`config.mk`:
```
export PLATFORM = sky130hd
export DESIGN_NAME = grover_iter_ctrl
export DESIGN_NICKNAME = d
export VERILOG_FILES = /design/src/rtl/grover_pkg.sv /design/src/rtl/grover_argmax_scan.sv /design/src/rtl/grover_iter_ctrl.sv
export SDC_FILE = /design/constraint.sdc
export NUM_CORES = 1
export LEC_CHECK = 0
export ABC_AREA = 0
export CAP_MARGIN = 20
export CORE_MARGIN = 8
export CORE_UTILIZATION = 53
export CTS_BUF_LIST = sky130_fd_sc_hd__clkbuf_8
export DETAILED_ROUTE_END_ITERATION = 6
export PLACE_DENSITY = 0.86
export SLEW_MARGIN = 20
export SYNTH_ARGS = -nofsm -noshare
export SYNTH_HDL_FRONTEND = slang
export SYNTH_SLANG_ARGS = --single-unit
export TNS_END_PERCENT = 20
```
`constraint.sdc`:
```
create_clock -name clk -period 5.7 [get_ports clk]
set_clock_uncertainty 0.2 [all_clocks]
set_input_delay 1.14 -clock clk [delete_from_list [all_inputs] [get_ports clk]]
set_output_delay 1.14 -clock clk [all_outputs]
set_load 0.1 [all_outputs]
```
`src/rtl/grover_pkg.sv`:
```
// grover_pkg: shared widths, FSM encoding and saturating negate for the 8-state Grover controller
package grover_pkg;
    localparam int NUM_BIT = 3;
    localparam int NUM_SAMPLE = 2 ** NUM_BIT;
    localparam int AMP_W = 8;
    localparam logic signed [AMP_W-1:0] INIT_AMP = AMP_W'(45);
    localparam logic signed [AMP_W-1:0] AMP_MIN = {1'b1, {(AMP_W-1){1'b0}}};
    localparam logic signed [AMP_W-1:0] AMP_MAX = {1'b0, {(AMP_W-1){1'b1}}};
    localparam logic [2:0] ST_IDLE = 3'd0;
    localparam logic [2:0] ST_ORACLE = 3'd1;
    localparam logic [2:0] ST_DIFFUSE = 3'd2;
    localparam logic [2:0] ST_FIND = 3'd3;
    localparam logic [2:0] ST_DONE = 3'd4;

    function automatic logic signed [AMP_W-1:0] sat_neg(input logic signed [AMP_W-1:0] a);
        return (a == AMP_MIN) ? AMP_MAX : -a;
    endfunction
endpackage

```
`src/rtl/grover_argmax_scan.sv`:
```
// grover_argmax_scan: walks the 8 amplitudes one per cycle and keeps the lowest index of the largest magnitude
module grover_argmax_scan
    import grover_pkg::*;
(
    input  logic                          clk,
    input  logic                          rst,
    input  logic                          en,
    input  logic [NUM_SAMPLE*AMP_W-1:0]   amps,
    output logic                          last,
    output logic [NUM_BIT-1:0]            result,
    output logic signed [AMP_W-1:0]       max_amp
);
    logic [NUM_BIT-1:0] idx, best_idx;
    logic [AMP_W:0] mag, best_mag;
    logic signed [AMP_W-1:0] cur, best_val;
    logic signed [AMP_W-1:0] lane [NUM_SAMPLE];
    logic take;

    for (genvar k = 0; k < NUM_SAMPLE; k++) begin : g_lane
        assign lane[k] = amps[k*AMP_W +: AMP_W];
    end

    assign cur = lane[idx];
    // one extra bit so the most negative code maps to a positive magnitude
    assign mag = cur[AMP_W-1] ? -{cur[AMP_W-1], cur} : {cur[AMP_W-1], cur};
    assign take = (idx == '0) || (mag > best_mag);
    assign last = en && (&idx);

    always_ff @(posedge clk or posedge rst) begin
        if (rst) begin
            idx <= '0;
            best_idx <= '0;
            best_mag <= '0;
            best_val <= '0;
            result <= '0;
            max_amp <= '0;
        end else if (en) begin
            idx <= idx + NUM_BIT'(1);
            if (take) begin
                best_idx <= idx;
                best_mag <= mag;
                best_val <= cur;
            end
            if (last) begin
                result <= take ? idx : best_idx;
                max_amp <= take ? cur : best_val;
            end
        end
    end
endmodule

```
`src/rtl/grover_iter_ctrl.sv`:
```
// grover_iter_ctrl: runs NUM_ITER oracle/diffuse rounds on 8 amplitudes, then reports the largest-magnitude index
module grover_iter_ctrl
    import grover_pkg::*;
#(
    parameter int NUM_ITER = 2
) (
    input  logic                          clk,
    input  logic                          rst,
    input  logic                          start,
    input  logic [NUM_BIT-1:0]            mark,
    output logic [NUM_SAMPLE*AMP_W-1:0]   amp_out,
    input  logic [NUM_SAMPLE*AMP_W-1:0]   diff_in,
    output logic                          busy,
    output logic                          done,
    output logic [NUM_BIT-1:0]            result,
    output logic signed [AMP_W-1:0]       max_amp
);
    logic [2:0] state;
    logic [NUM_BIT-1:0] mark_q;
    logic [1:0] iter_cnt;
    logic signed [AMP_W-1:0] amp [NUM_SAMPLE];
    logic scan_last;

    for (genvar k = 0; k < NUM_SAMPLE; k++) begin : g_lane
        assign amp_out[k*AMP_W +: AMP_W] = amp[k];
    end

    assign busy = (state == ST_ORACLE) || (state == ST_DIFFUSE) || (state == ST_FIND);
    assign done = (state == ST_DONE);

    always_ff @(posedge clk or posedge rst) begin
        if (rst) begin
            state <= ST_IDLE;
            mark_q <= '0;
            iter_cnt <= '0;
            for (int i = 0; i < NUM_SAMPLE; i++) amp[i] <= '0;
        end else begin
            case (state)
                ST_IDLE: if (start) begin
                    for (int i = 0; i < NUM_SAMPLE; i++) amp[i] <= INIT_AMP;
                    mark_q <= mark;
                    iter_cnt <= '0;
                    state <= ST_ORACLE;
                end
                ST_ORACLE: begin
                    amp[mark_q] <= sat_neg(amp[mark_q]);
                    state <= ST_DIFFUSE;
                end
                ST_DIFFUSE: begin
                    // external diffuser is combinational on amp_out, so diff_in is already settled
                    for (int i = 0; i < NUM_SAMPLE; i++) amp[i] <= diff_in[i*AMP_W +: AMP_W];
                    if (iter_cnt == 2'(NUM_ITER - 1)) state <= ST_FIND;
                    else begin
                        iter_cnt <= iter_cnt + 2'd1;
                        state <= ST_ORACLE;
                    end
                end
                ST_FIND: if (scan_last) state <= ST_DONE;
                default: state <= ST_IDLE;
            endcase
        end
    end

    grover_argmax_scan u_scan (
        .clk(clk),
        .rst(rst),
        .en(state == ST_FIND),
        .amps(amp_out),
        .last(scan_last),
        .result(result),
        .max_amp(max_amp)
    );
endmodule

```
### Yosys cells after proc, flatten, opt, wreduce, memory -nomap -nowiden

Index checks and enable logic that the tools add are counted.

* flip-flop bits (word level): 106
* bits of input ports: 70
* output and inout port bits: 77
* logic and storage cells: 74

* $add $sub $neg: 4
* order comparisons: 4
* equal/unequal tests: 9
* multiplexer cells: 22
* bitwise logic cells: 2
* reductions and logical operators: 16

Operator list (count)
* $pmux 64 s3: 1
* $bwmux 64: 1
* $mux 64: 1
* $mux 8: 7
* $bmux 8 s3: 2
* $demux 8 s3: 1
* $pmux 3 s4: 1
* $reduce_and 2->1: 5
* $gt 9x9->1: 1
* $mux 3: 3
* $mux 9: 1
* $neg 9->9: 1
* $eq 8x8->1 const B: 1
* $ge 4x4->1 const B: 2
* $neg 8->8: 1
* $not 3->4: 2
* $eq 3x2->1 const B: 2
* $logic_not 3->1: 2
* $mux 2: 3
* $ne 2x2->1 const B: 3
* $reduce_and 3->1: 2
* $lt 4x1->1 const B: 1
* $pmux 2 s2: 1
* $add 3x1->3 const B: 1
* 8 further kinds: 11

### Longest topological paths before layout

Gate-level depths: netlist of the first run.

* word-level depth: 9
* depth in mapped cells: 18
* depth with buffers taken out: 14

### By module

From an unflattened synthesis of the first run, not the netlist that was laid out.

* cells, all modules: 636
* area total of the unflattened synthesis: 6383.6 um2

By module, submodules not included
* grover_iter_ctrl: instances 1, cells each 428, area each 4058.9 um2
* grover_argmax_scan: instances 1, cells each 208, area each 2324.7 um2

### Least setup slack after synthesis of the first run

OpenSTA, ideal clock, no wires.

* kind: register to register
* start: reg amp, in the netlist amp_out[48]
* end: reg u_scan.best_val[7]
* setup time: 82 ps
* arrival time: 4095 ps
* path slack: 1323 ps
* cell stages (with the launch flop): 16
* buffers on the path: 2
* cell sequence: dfrtp_1 > mux4_2 > mux2i_1 > ha_1 > nor2_1 > a21oi_1 > ha_1 > nor2b_1 > o21ai_0 > a21oi_1 > o221ai_1 > a21o_1 > clkbuf_1 > a21oi_2 > buf_2 > mux2i_1

* word-level cells in the longest chain between the ends: 8

Ends and longest elaborated chain
* start, declared: RTL line grover_iter_ctrl.sv:21 `logic signed [AMP_W-1:0] amp [NUM_SAMPLE];`
* start signal, assigned by index: RTL line grover_iter_ctrl.sv:46 `amp[mark_q] <= sat_neg(amp[mark_q]);`
* $bmux 8 s3: RTL line grover_argmax_scan.sv:23 `assign cur = lane[idx];`
* $mux 8 (not written as such) (2 in a row): RTL line grover_argmax_scan.sv:23
* $neg 9->9: RTL line grover_argmax_scan.sv:25 `assign mag = cur[AMP_W-1] ? -{cur[AMP_W-1], cur} : {cur[AMP_W-1], cur};`
* $mux 9: RTL line grover_argmax_scan.sv:25
* net u_scan.mag[1]: RTL line grover_argmax_scan.sv:14 `logic [AMP_W:0] mag, best_mag;`
* $gt 9x9->1: RTL line grover_argmax_scan.sv:26 `assign take = (idx == '0) || (mag > best_mag);`
* $logic_or 1x1->1: RTL line grover_argmax_scan.sv:26
* $mux 8
* end signal, assigned: RTL line grover_argmax_scan.sv:42 `best_val <= cur;`
* end, declared: RTL line grover_argmax_scan.sv:15 `logic signed [AMP_W-1:0] cur, best_val;`

The timed path passes the listed nets, and every way through them passes these cells. The select of a mux whose other input is x is not followed.
A chain may end at the register's enable or synchronous reset.

### Worst setup path after layout of the first run

* start: reg u_scan.idx[2]
* end: reg u_scan.best_mag[3]

* word-level cells in the longest chain between the ends: 9
* elaborated cells on any way between the ends: 10
* classes of those cells: add/sub: 1; order compare: 1; mux: 4; bitwise: 1; reduce/logical: 3

Ends and longest elaborated chain
* start, declared: RTL line grover_argmax_scan.sv:13 `logic [NUM_BIT-1:0] idx, best_idx;`
* start signal, assigned: RTL line grover_argmax_scan.sv:38 `idx <= idx + NUM_BIT'(1);`
* $not 3->4 (not written as such) (*): RTL line grover_argmax_scan.sv:23
* $bmux 8 s3 (*): RTL line grover_argmax_scan.sv:23
* $mux 8 (not written as such) (*) (2 in a row): RTL line grover_argmax_scan.sv:23
* $neg 9->9: RTL line grover_argmax_scan.sv:25
* $mux 9 (*): RTL line grover_argmax_scan.sv:25
* net u_scan.mag[4]: RTL line grover_argmax_scan.sv:14
* $gt 9x9->1 (*): RTL line grover_argmax_scan.sv:26
* $logic_or 1x1->1 (*): RTL line grover_argmax_scan.sv:26
* $reduce_and 2->1 (no line) (*)
* end signal, assigned: RTL line grover_argmax_scan.sv:41 `best_mag <= mag;`
* end, declared: RTL line grover_argmax_scan.sv:14

The timed path passes the listed nets; every way through them passes the cells marked *. The select of a mux whose other input is x is not followed.

==> results.json, run 1 <==
{
  "status": "finished, final reports clean",
  "synth_area_leaders": "dfrtp_1 41%, mux4_2 6.3%, mux2i_1 4.5%",
  "holdWs_ps": 293,
  "synth_xor_area_share_pct": 1.08,
  "synthMuxAreaShare_pct": 14.8,
  "synthToLayoutAreaGrowth_pct": 26.9,
  "synth_compound_area_share_pct": 22.7,
  "gp_routability_congestion": 0.953,
  "antenna_cells": 0,
  "clk_pin_slew_ps": 110,
  "drt_iter0_drc": 741,
  "gr-total-overflow": 0,
  "finalCritPeriodShare_pct": 88.6,
  "hold_buffers": 0,
  "drtAntennaViolNets": 0,
  "clock_latency_ps": 400,
  "report.final.slew_viol_count": 0,
  "min-delay-start": "iter_cnt[1]",
  "start_util_pct": 54.0,
  "synth-edff-count": 0,
  "post_cts_resized": 0,
  "yosys-top-cells-count": "106 x dfrtp_1, 58 x nand2_1, 53 x a21oi_1",
  "hp-class": "flip-flop to flip-flop",
  "core_area_um2": 12000,
  "grt_max_degree": 73,
  "synth_cell_types": 69,
  "dr.pass1.iters": 5,
  "cts_setup_buffers": 0,
  "syn_area_um2": 6460,
  "synth_top_area_share_pct": 41.1,
  "syn_nets": 744,
  "setup_tns_ps": 0,
  "synthCells": 659,
  "routed_wl_um": 22200,
  "r2r-end": "u_scan.best_mag[3]",
  "rows": 40,
  "io-pin-count": 147,
  "synthSimpleGateAreaFrac_pct": 12.6,
  "cpPeakStageDelay_ps": 860,
  "antenna_found_initial": 0,
  "synth-adder-area-share_pct": 2.90,
  "slowest_stage": "dfrtp_1",
  "drive_above_1_share_pct": 10.5,
  "root_buffer": "clkbuf_8",
  "relSlewSlack_pct": 26.9,
  "rsz0062_at_grt": "no",
  "fmaxAchievable_ghz": 0.198,
  "dp.cells": 921,
  "vias_per_cell": 6.68,
  "cts_buffers": 9,
  "crit_path_start_kind": "flip-flop",
  "finalHoldViolCount": 0,
  "wl_per_cell_um": 23.7,
  "fin_crit_ps": 5050,
  "dieHeight_um": 126,
  "cp_cell_sequence": "mux4_2 > mux2i_1 > buf_4 > ha_1 > o21ai_0 > inv_1 > nor2_1 > xnor2_1 > ha_1 > a211oi_1 > nand2_1 > o221ai_1 > a21o_1 > a21oi_2 > buf_4 > mux2_2",
  "min_to": "iter_cnt[1]",
  "ys_seq_area_share_pct": 41.1,
  "cp-end-kind": "flip-flop",
  "finish.net_count": 870,
  "cp.arrival_ps": 5130,
  "grt_pass1_wl_um": 35300,
  "r2r_setup_slack_ps": 650,
  "cts_sinks": 106,
  "path_max_fanout": 18,
  "rr_worst_depth": 16,
  "worstReg2RegStart": "u_scan.idx[2]",
  "dr_total_vias": 6257,
  "grt_usage_pct": 27.8,
  "dpl_cell_area_um2": 8000,
  "whs_path_depth": 2,
  "synth-seq-cells": 106,
  "cts_max_level": 3,
  "tightest_slew_ps": 1100,
  "crit_required_ps": 5780,
  "maxCapViolations": 0,
  "grt_pass1_vias": 6452,
  "synth_top_area_cell": "dfrtp_1",
  "fp.dieW_um": 126,
  "avgSynthCellArea_um2": 9.80,
  "cts_tree": "built",
  "fill_cells": 916,
  "synth_top_family_by_area": "compound AO/OA/AOI/OAI gates",
  "setup_viol": 0,
  "path_class": "flip-flop to flip-flop",
  "hpwlAfterDp_um": 16900,
  "die_area_um2": 16000,
  "ys.flop_type": "dfrtp_1",
  "synth_most_common_cell": "dfrtp_1",
  "io_buffers": 146,
  "ys_warn_count": 0,
  "finalInstanceArea_um2": 8200,
  "drc_errors": 0,
  "synth-async-reset-ratio_pct": 100,
  "stdcell_count": 937,
  "cts.path.max_buffers": 2
}
## cells by family after synthesis
logic type                 count (synthesis)
muxes                                     69
adders and majority gates                 15
and+or+nand+nor                          162
AOI/OAI and AO/OA                        227
other                                      1
DFF                                      106
buffers and inverters                     71
xor gates and xnor gates                   8
## worst max-delay path by stage
stage	startpoint	to	slack, ps	depth (start not counted)
2_1_floorplan	amp_out[48]	u_scan.best_val[7]	1320	15
3_3_place_gp	u_scan.idx[2]	u_scan.best_mag[2]	980	14
3_5_place_dp	u_scan.idx[2]	u_scan.best_mag[3]	710	15
4_1_cts	u_scan.idx[2]	u_scan.best_mag[3]	690	15
5_1_grt	u_scan.idx[2]	u_scan.best_mag[3]	350	16
6_report	u_scan.idx[2]	u_scan.best_mag[3]	650	16
## worst max-delay path, delay by kind of cell (launching register included)
kind / cells / cell delay [ps]
AOI/OAI and AO/OA: 5 / 1330
muxes: 3 / 1120
DFF: 1 / 860
buffers and inverters: 3 / 560
adders and majority gates: 2 / 450
xor gates and xnor gates: 1 / 250
and+or+nand+nor: 2 / 150
## area by class of cell
type / count / area, µm² / share of cell area (%)
Timing Repair Buffer: 157 / 1540 / 18.8
Tap cell: 147 / 184 / 2.24
Clock inverter: 6 / 66.3 / 0.809
Clock buffer: 10 / 138 / 1.68
Multi-Input combinational cell: 482 / 3510 / 42.7
Inverter: 29 / 111 / 1.36
Sequential cell: 106 / 2650 / 32.3
## state kept, by name (all words and copies together) (netlist names)
signal and cells:
u_scan.best_idx 3, u_scan.best_mag 9, u_scan.best_val 8, mark_q 3
u_scan.result 3, amp_out 64, u_scan.max_amp 8, state 3
u_scan.idx 3, iter_cnt 2
## layout by cell type, fill, tap and decap left out, types with 18 or more instances in the layout
master	instances
dfrtp_1	106
o22ai_1	36
a22oi_1	24
clkdlybuf4s50_1	146
mux4_2	18
a21oi_1	53
inv_1	26
nand2_1	58
nor2_1	30
o21ai_0	39
mux2i_1	29
## layer usage
layer	GRT usage, %	vias up	part of all wire (%)	routed length [µm]
li1	-	2749	-	-
met1	32.9	3036	38	8360
met2	45.9	400	50	11000
met3	7.58	72	9.0	2000
met4	13.2	0	3.7	833
met5	0	-	0	0
## per-stage QoR
stage | setup WS [ps] | utilization [%]
after global placement | 983 | 66.9
after floorplan | 1320 | -
after CTS | 694 | 68.6
after detailed placement | 712 | 66.9
final | 648 | 68.6
after global routing | 346 | 68.6
Power of run 1 is not shown: default switching activity piles up to over one toggle a cycle in this logic, so the estimate is an artifact.
==> run 2: changes to the inputs <==
- SLEW_MARGIN: 20 -> default
==> results of run 2 <==
Final layout, timing and power as in run 1 (identical DEF).
Power of run 2 is left out for the same reason.
